[src/rtl/tt_sweep_pkg.sv]
// rtl/tt_sweep_pkg.sv - shared types, MISR constants and sizing helper for the truth-table sweep engine
package tt_sweep_pkg;

    typedef enum logic [1:0] {
        ST_IDLE  = 2'd0,
        ST_SWEEP = 2'd1,
        ST_FLUSH = 2'd2,
        ST_DONE  = 2'd3
    } tt_state_e;

    localparam logic [15:0] MISR_POLY = 16'h1021;
    localparam logic [15:0] MISR_SEED = 16'hFFFF;

    function automatic int tt_words(input int n_in, input int word_w);
        return (1 << n_in) / word_w;
    endfunction

endpackage

[src/rtl/tt_sweep_capture_if.sv]
// rtl/tt_sweep_capture_if.sv - truth-table word stream between capture engine and consumer
interface tt_sweep_capture_if #(
    parameter int WORD_W = 16
);
    logic [WORD_W-1:0] tt_word;
    logic              tt_valid;
    logic              tt_ready;

    modport master (output tt_word, output tt_valid, input tt_ready);
    modport slave  (input tt_word, input tt_valid, output tt_ready);
endinterface

[src/rtl/tt_sweep_misr.sv]
// rtl/tt_sweep_misr.sv - 16-bit Galois MISR folding one sampled FUT bit per enabled cycle
module tt_sweep_misr
    import tt_sweep_pkg::*;
(
    input  logic        clk,
    input  logic        rst,
    input  logic        en,
    input  logic        clr,
    input  logic        bit_in,
    output logic [15:0] sig
);
    logic fb;

    assign fb = sig[15] ^ bit_in;

    always_ff @(posedge clk) begin
        if (rst) begin
            sig <= '0;
        end else if (clr) begin
            sig <= MISR_SEED;
        end else if (en) begin
            sig <= {sig[14:0], 1'b0} ^ (fb ? MISR_POLY : 16'h0000);
        end
    end
endmodule

[src/rtl/tt_sweep_capture.sv]
// rtl/tt_sweep_capture.sv - exhaustive truth-table sweep of a combinational FUT, packed into streamed words
// Optional signature output enabled by defining TT_SWEEP_MISR_EN.
module tt_sweep_capture
    import tt_sweep_pkg::*;
#(
    parameter int N_IN   = 8,
    parameter int WORD_W = 16
) (
    input  logic                clk,
    input  logic                rst,
    input  logic                start,
    output logic                busy,
    output logic                done,
    output logic [N_IN-1:0]     x_o,
    input  logic                y_i,
    tt_sweep_capture_if.master  tt,
    output logic [N_IN:0]       ones_cnt
`ifdef TT_SWEEP_MISR_EN
    ,
    output logic [15:0]         misr_sig
`endif
);
    localparam int            BIT_W    = $clog2(WORD_W);
    localparam logic [N_IN:0] IDX_LAST = (N_IN+1)'((1 << N_IN) - 1);

    localparam logic [1:0] IDLE  = ST_IDLE;
    localparam logic [1:0] SWEEP = ST_SWEEP;
    localparam logic [1:0] FLUSH = ST_FLUSH;
    localparam logic [1:0] DONE  = ST_DONE;

    logic [1:0]        state;
    logic [N_IN:0]     idx;
    logic [WORD_W-1:0] sbuf;
    logic [WORD_W-1:0] sbuf_nxt;
    logic [BIT_W-1:0]  bit_idx;
    logic              word_end;
    logic              handshake;
    logic              stall;
    logic              sample;

    assign bit_idx   = idx[BIT_W-1:0];
    assign word_end  = &bit_idx;
    assign handshake = tt.tt_valid && tt.tt_ready;
    // Only a word boundary needs the output register free; other bits land in the shift buffer.
    assign stall     = word_end && tt.tt_valid && !tt.tt_ready;
    assign sample    = (state == SWEEP) && !stall;

    assign busy = (state == SWEEP) || (state == FLUSH);
    assign done = (state == DONE);
    // idx runs one past the table end in FLUSH; pin x_o at the last vector instead of wrapping.
    assign x_o  = idx[N_IN] ? {N_IN{1'b1}} : idx[N_IN-1:0];

    always_comb begin
        sbuf_nxt          = sbuf;
        sbuf_nxt[bit_idx] = y_i;
    end

    always_ff @(posedge clk) begin
        if (rst) begin
            state       <= IDLE;
            idx         <= '0;
            sbuf        <= '0;
            ones_cnt    <= '0;
            tt.tt_word  <= '0;
            tt.tt_valid <= 1'b0;
        end else begin
            case (state)
                IDLE: begin
                    if (start) begin
                        state    <= SWEEP;
                        idx      <= '0;
                        sbuf     <= '0;
                        ones_cnt <= '0;
                    end
                end
                SWEEP: begin
                    if (sample) begin
                        idx      <= idx + 1'b1;
                        sbuf     <= sbuf_nxt;
                        ones_cnt <= ones_cnt + (N_IN+1)'(y_i);
                        if (idx == IDX_LAST) begin
                            state <= FLUSH;
                        end
                    end
                end
                FLUSH: begin
                    if (handshake) begin
                        state <= DONE;
                    end
                end
                DONE: begin
                    state <= IDLE;
                    idx   <= '0;
                end
                default: begin
                    state <= IDLE;
                    idx   <= '0;
                end
            endcase

            // A freshly completed word wins over clearing valid on a same-cycle handshake.
            if (sample && word_end) begin
                tt.tt_word  <= sbuf_nxt;
                tt.tt_valid <= 1'b1;
            end else if (handshake) begin
                tt.tt_valid <= 1'b0;
            end
        end
    end

`ifdef TT_SWEEP_MISR_EN
    logic start_ok;

    assign start_ok = (state == IDLE) && start;

    tt_sweep_misr u_misr (
        .clk    (clk),
        .rst    (rst),
        .en     (sample),
        .clr    (start_ok),
        .bit_in (y_i),
        .sig    (misr_sig)
    );
`endif

endmodule

[src/flat_wrapper.sv]
// flat-port wrapper written by rule: the top's interface ports become plain ports
module tt_sweep_capture_flat import tt_sweep_pkg::*;
#(
    parameter int N_IN   = 8,
    parameter int WORD_W = 16
)
  (clk, rst, start, busy, done, x_o, y_i, ones_cnt, tt_tt_word, tt_tt_valid, tt_tt_ready);
  tt_sweep_capture_if #(.WORD_W(WORD_W)) tt_i ();
  input  logic clk;
  input  logic rst;
  input  logic start;
  output logic busy;
  output logic done;
  output logic [N_IN-1:0] x_o;
  input  logic y_i;
  output logic [N_IN:0] ones_cnt;
  output wire logic [$bits(tt_i.tt_word)-1:0] tt_tt_word;
  output wire logic [$bits(tt_i.tt_valid)-1:0] tt_tt_valid;
  input wire logic [$bits(tt_i.tt_ready)-1:0] tt_tt_ready;
  assign tt_tt_word = tt_i.tt_word;
  assign tt_tt_valid = tt_i.tt_valid;
  assign tt_i.tt_ready = tt_tt_ready;
  tt_sweep_capture #(.N_IN(N_IN), .WORD_W(WORD_W)) u_core (.clk(clk), .rst(rst), .start(start), .busy(busy), .done(done), .x_o(x_o), .y_i(y_i), .tt(tt_i), .ones_cnt(ones_cnt));
endmodule
[config.mk]
export PLATFORM = sky130hd
export DESIGN_NAME = tt_sweep_capture_flat
export DESIGN_NICKNAME = d
export VERILOG_FILES = /design/src/rtl/tt_sweep_pkg.sv /design/src/rtl/tt_sweep_capture_if.sv /design/src/rtl/tt_sweep_misr.sv /design/src/rtl/tt_sweep_capture.sv /design/src/flat_wrapper.sv
export SDC_FILE = /design/constraint.sdc
export NUM_CORES = 1
export LEC_CHECK = 0
export ABC_AREA = 1
export CAP_MARGIN = 20
export CORE_ASPECT_RATIO = 0.6
export CORE_MARGIN = 1
export CORE_UTILIZATION = 30
export CTS_CLUSTER_DIAMETER = 30
export DETAILED_ROUTE_END_ITERATION = 10
export PLACE_DENSITY = 0.6
export SYNTH_ARGS = -nofsm -noshare
export SYNTH_HDL_FRONTEND = slang
export SYNTH_SLANG_ARGS = --single-unit
export TNS_END_PERCENT = 1
[constraint.sdc]
create_clock -name clk -period 1.7 [get_ports clk]
set_input_delay 0.17 -clock clk [delete_from_list [all_inputs] [get_ports clk]]
set_output_delay 0.17 -clock clk [all_outputs]
set_load 0.05 [all_outputs]
==> impl_results.md <==
- Status: finished clean
- Hold Path Class: flop to flop
- Gr ovfl total: 0
- Vias/cell: 4.77
- Crit path required time: 1890 ps
- ANT cells: 0
- Chip Width: 129 µm
- Leak: 1.66 nW
- Reg clk slew, reported paths: 70 ps
- Hold Slack: 457 ps
- Placed wire-length estimate: 5810 µm
- Clock buffer depth: 2
- Iter 0 DRT Violations: 232
- Die ar.: 0.0100 mm²
- Setup ws final: 55.1 ps
- Crit Path Max Fanout: 4
- Fillers: 981
- Initial cell density of the core: 31.2%
- Antenna violations before repair: 0
- Layout area overhead: 35.0%
- CTS Hold Bufs: 0
- CTS sink cnt: 53
- Clock power frac: 25.5%
- Achievable Freq: 608 MHz
- Register area share after synthesis: 36.8%
- Root Driver: clkbuf_16
- Netlist cell types: 24
- Synthesized cell area: 0.00289 mm²
- Slowest stage delay, CP: 360 ps
- Number of remaining DRC errors: 0
- Drt wl/cell: 12.7 µm
- Cell Pwr Density: 1190 mW/mm²
- Startpoint Class: flop
- Comb power frac: 45.2%
- CTS H-tree lvls: 2
- P_sw: 1.83 mW
- Synth Net Count: 459
- Worst Setup End Kind: flop
- Worst path slowest cell: dfxtp_2
- Crit-path most repeated cell: nand2_1
- Max IR drop VDD: 0.487 mV
- Port Buffers: 40
- Core area: 0.00926 mm²
- Leading cell type in the layout, fill and taps excluded: nand2_1
- GP Congestion: 0.879
- Syn avg cell area: 6.54 µm²
- Finished Cell Area: 0.00389 mm²
- Hold Fails Final Rpt: 0
- Top-area cell type share of the netlist area: 36.8%
- Final WL: 8000 µm
- Fin util: 42.1%
- Row cnt: 27
- Final Cycle Share: 96.8%
- Largest net degree at the start of global routing: 30
- Layout cell share with drive strength beyond 1: 18.2%
- RSZ-0062 raised after global routing: true
- Num CTS Buffers: 5
- Post-place setup slack: -44.6 ps
- First-pass GRT wire length: 13200 µm
- Final max-slew violation count: 0
- Min cycle time layout: 1640 ps
- WP data arrival: 1840 ps
- I/O pin cnt: 41
- Synth Warn #: 0
- Critical path type: flop to flop
- Setup violators final: 0
- Slew @ Worst Pin: 918 ps
- Seq cells post-synth: 53
- Yosys top cell by area: dfxtp_1
- Synth top area cells: dfxtp_1 37%, nand2_1 15%, nand3_1 9.9%
- Total track usage: 16.7%
- CTS tree: yes
- Post-CTS setup buffers: 0
- Die H: 78.0 µm
- Worst-Skew Late Latency: 300 ps
- Leading cell types in the layout, fill and taps excluded: 116 x nand2_1, 70 x nor2_1, 57 x nand3_1, 51 x dfxtp_1, 47 x buf_4
- Final ANT Viol Nets: 0
- Seq pwr share: 29.2%
- Final net count: 518
- Slew HR: 38.7%
- Vias after detailed routing: 3008
- Max_cap viols: 0
- Cell chain of the critical path: ha_4 > nand2_1 > nor2_2 > nand2_2 > nor2_4 > ha_2 > o21ai_0 > nor2_2 > nand2_1 > nand2_1 > nor2_1
- Clock Skew: 6.17 ps
- P_int: 2.80 mW
- Switching share of power: 39.5%
- Pre-antenna DRT Iters: 5
- Placed Area: 0.00365 mm²
- Synth Instances: 441
- Vias in the first global route: 2682
-- cell families (layout without fill, tap and decap cells) --
group | Yosys count | in the layout | share of synthesized area (%)
AND/OR/NAND/NOR | 266 | 266 | 40.2
buffers and inverters | 57 | 117 | 8.41
flip-flops | 53 | 53 | 36.8
AO/OA/AOI/OAI | 52 | 52 | 9.02
adder cells (fa/ha/maj) | 13 | 13 | 5.64
-- per-layer routing --
metal	track usage (%)	routed length, µm
met3	3.59	534
met4	3.18	38
met1	25.3	4210
met5	0	0
met2	24.1	3210
-- sequential cells by signal, indices dropped and copies added (netlist names) --
name and flops:
u_core.ones_cnt 9, u_core.sbuf 16, u_core.idx 9, u_core.state 2
u_core.tt.tt_word 16, u_core.tt.tt_valid 1
-- final timing paths --
| kind | startpoint | endpoint | slack (ps) | cells after the start |
|---|---|---|---|---|
| max reg2reg | u_core.idx[0] | u_core.state[0] | 60 | 11 |
| min | u_core.sbuf[7] | u_core.sbuf[7] | 460 | 2 |
| max | u_core.idx[0] | u_core.state[0] | 60 | 11 |
| min reg2reg | u_core.sbuf[7] | u_core.sbuf[7] | 460 | 2 |
-- power groups by stage --
stage / Combinational [mW] / Sequential (mW) / Clock, mW
global route: 2.29 / 1.36 / 1.26
CTS: 2.01 / 1.35 / 1.21
global placement: 1.99 / 1.37 / 0
finish: 2.09 / 1.35 / 1.18
detailed placement: 2.00 / 1.37 / 0
floorplan: 1.21 / 1.43 / 0
-- cell usage after synthesis, drive strengths merged --
cell type,instances
inv,37
nor2,75
or2,1
nand4,7
o21ai,27
buf,12
ha,13
a21oi,25
nand2,119
clkinv,1
nand3,61
clkbuf,7
nor3b,2
dfxtp,53
nand3b,1
-- critical path, delay by kind of cell, from the launching register on --
| family | cells | cell delay (ps) |
|---|---|---|
| simple gates | 8 | 790 |
| flops | 1 | 360 |
| fa+ha+maj | 2 | 320 |
| compound gates | 1 | 80 |
-- what timing repair did --
action	CTS	global route
endpoints found under the setup margin	15	45
resized for setup	7	15
pin swaps	1	4
-- final cells by class --
cell class | count | area [µm²] | area share, %
multi-input combinational | 331 | 1640 | 42.0
clock inverter | 3 | 46.3 | 1.19
sequential | 53 | 1060 | 27.3
timing repair buffer | 71 | 708 | 18.2
clock buffer | 5 | 125 | 3.21
inverter | 38 | 153 | 3.92
tap | 130 | 163 | 4.18
-- per-stage QoR --
stage	power, mW	setup TNS, ps	instances
5_1_grt	4.91	-172	631
3_5_place_dp	3.38	-105	623
2_1_floorplan	2.63	0	441
6_report	4.62	0	631
4_1_cts	4.56	-13.0	631
3_3_place_gp	3.36	-56.0	623
Power figures use the tool's default switching activity.
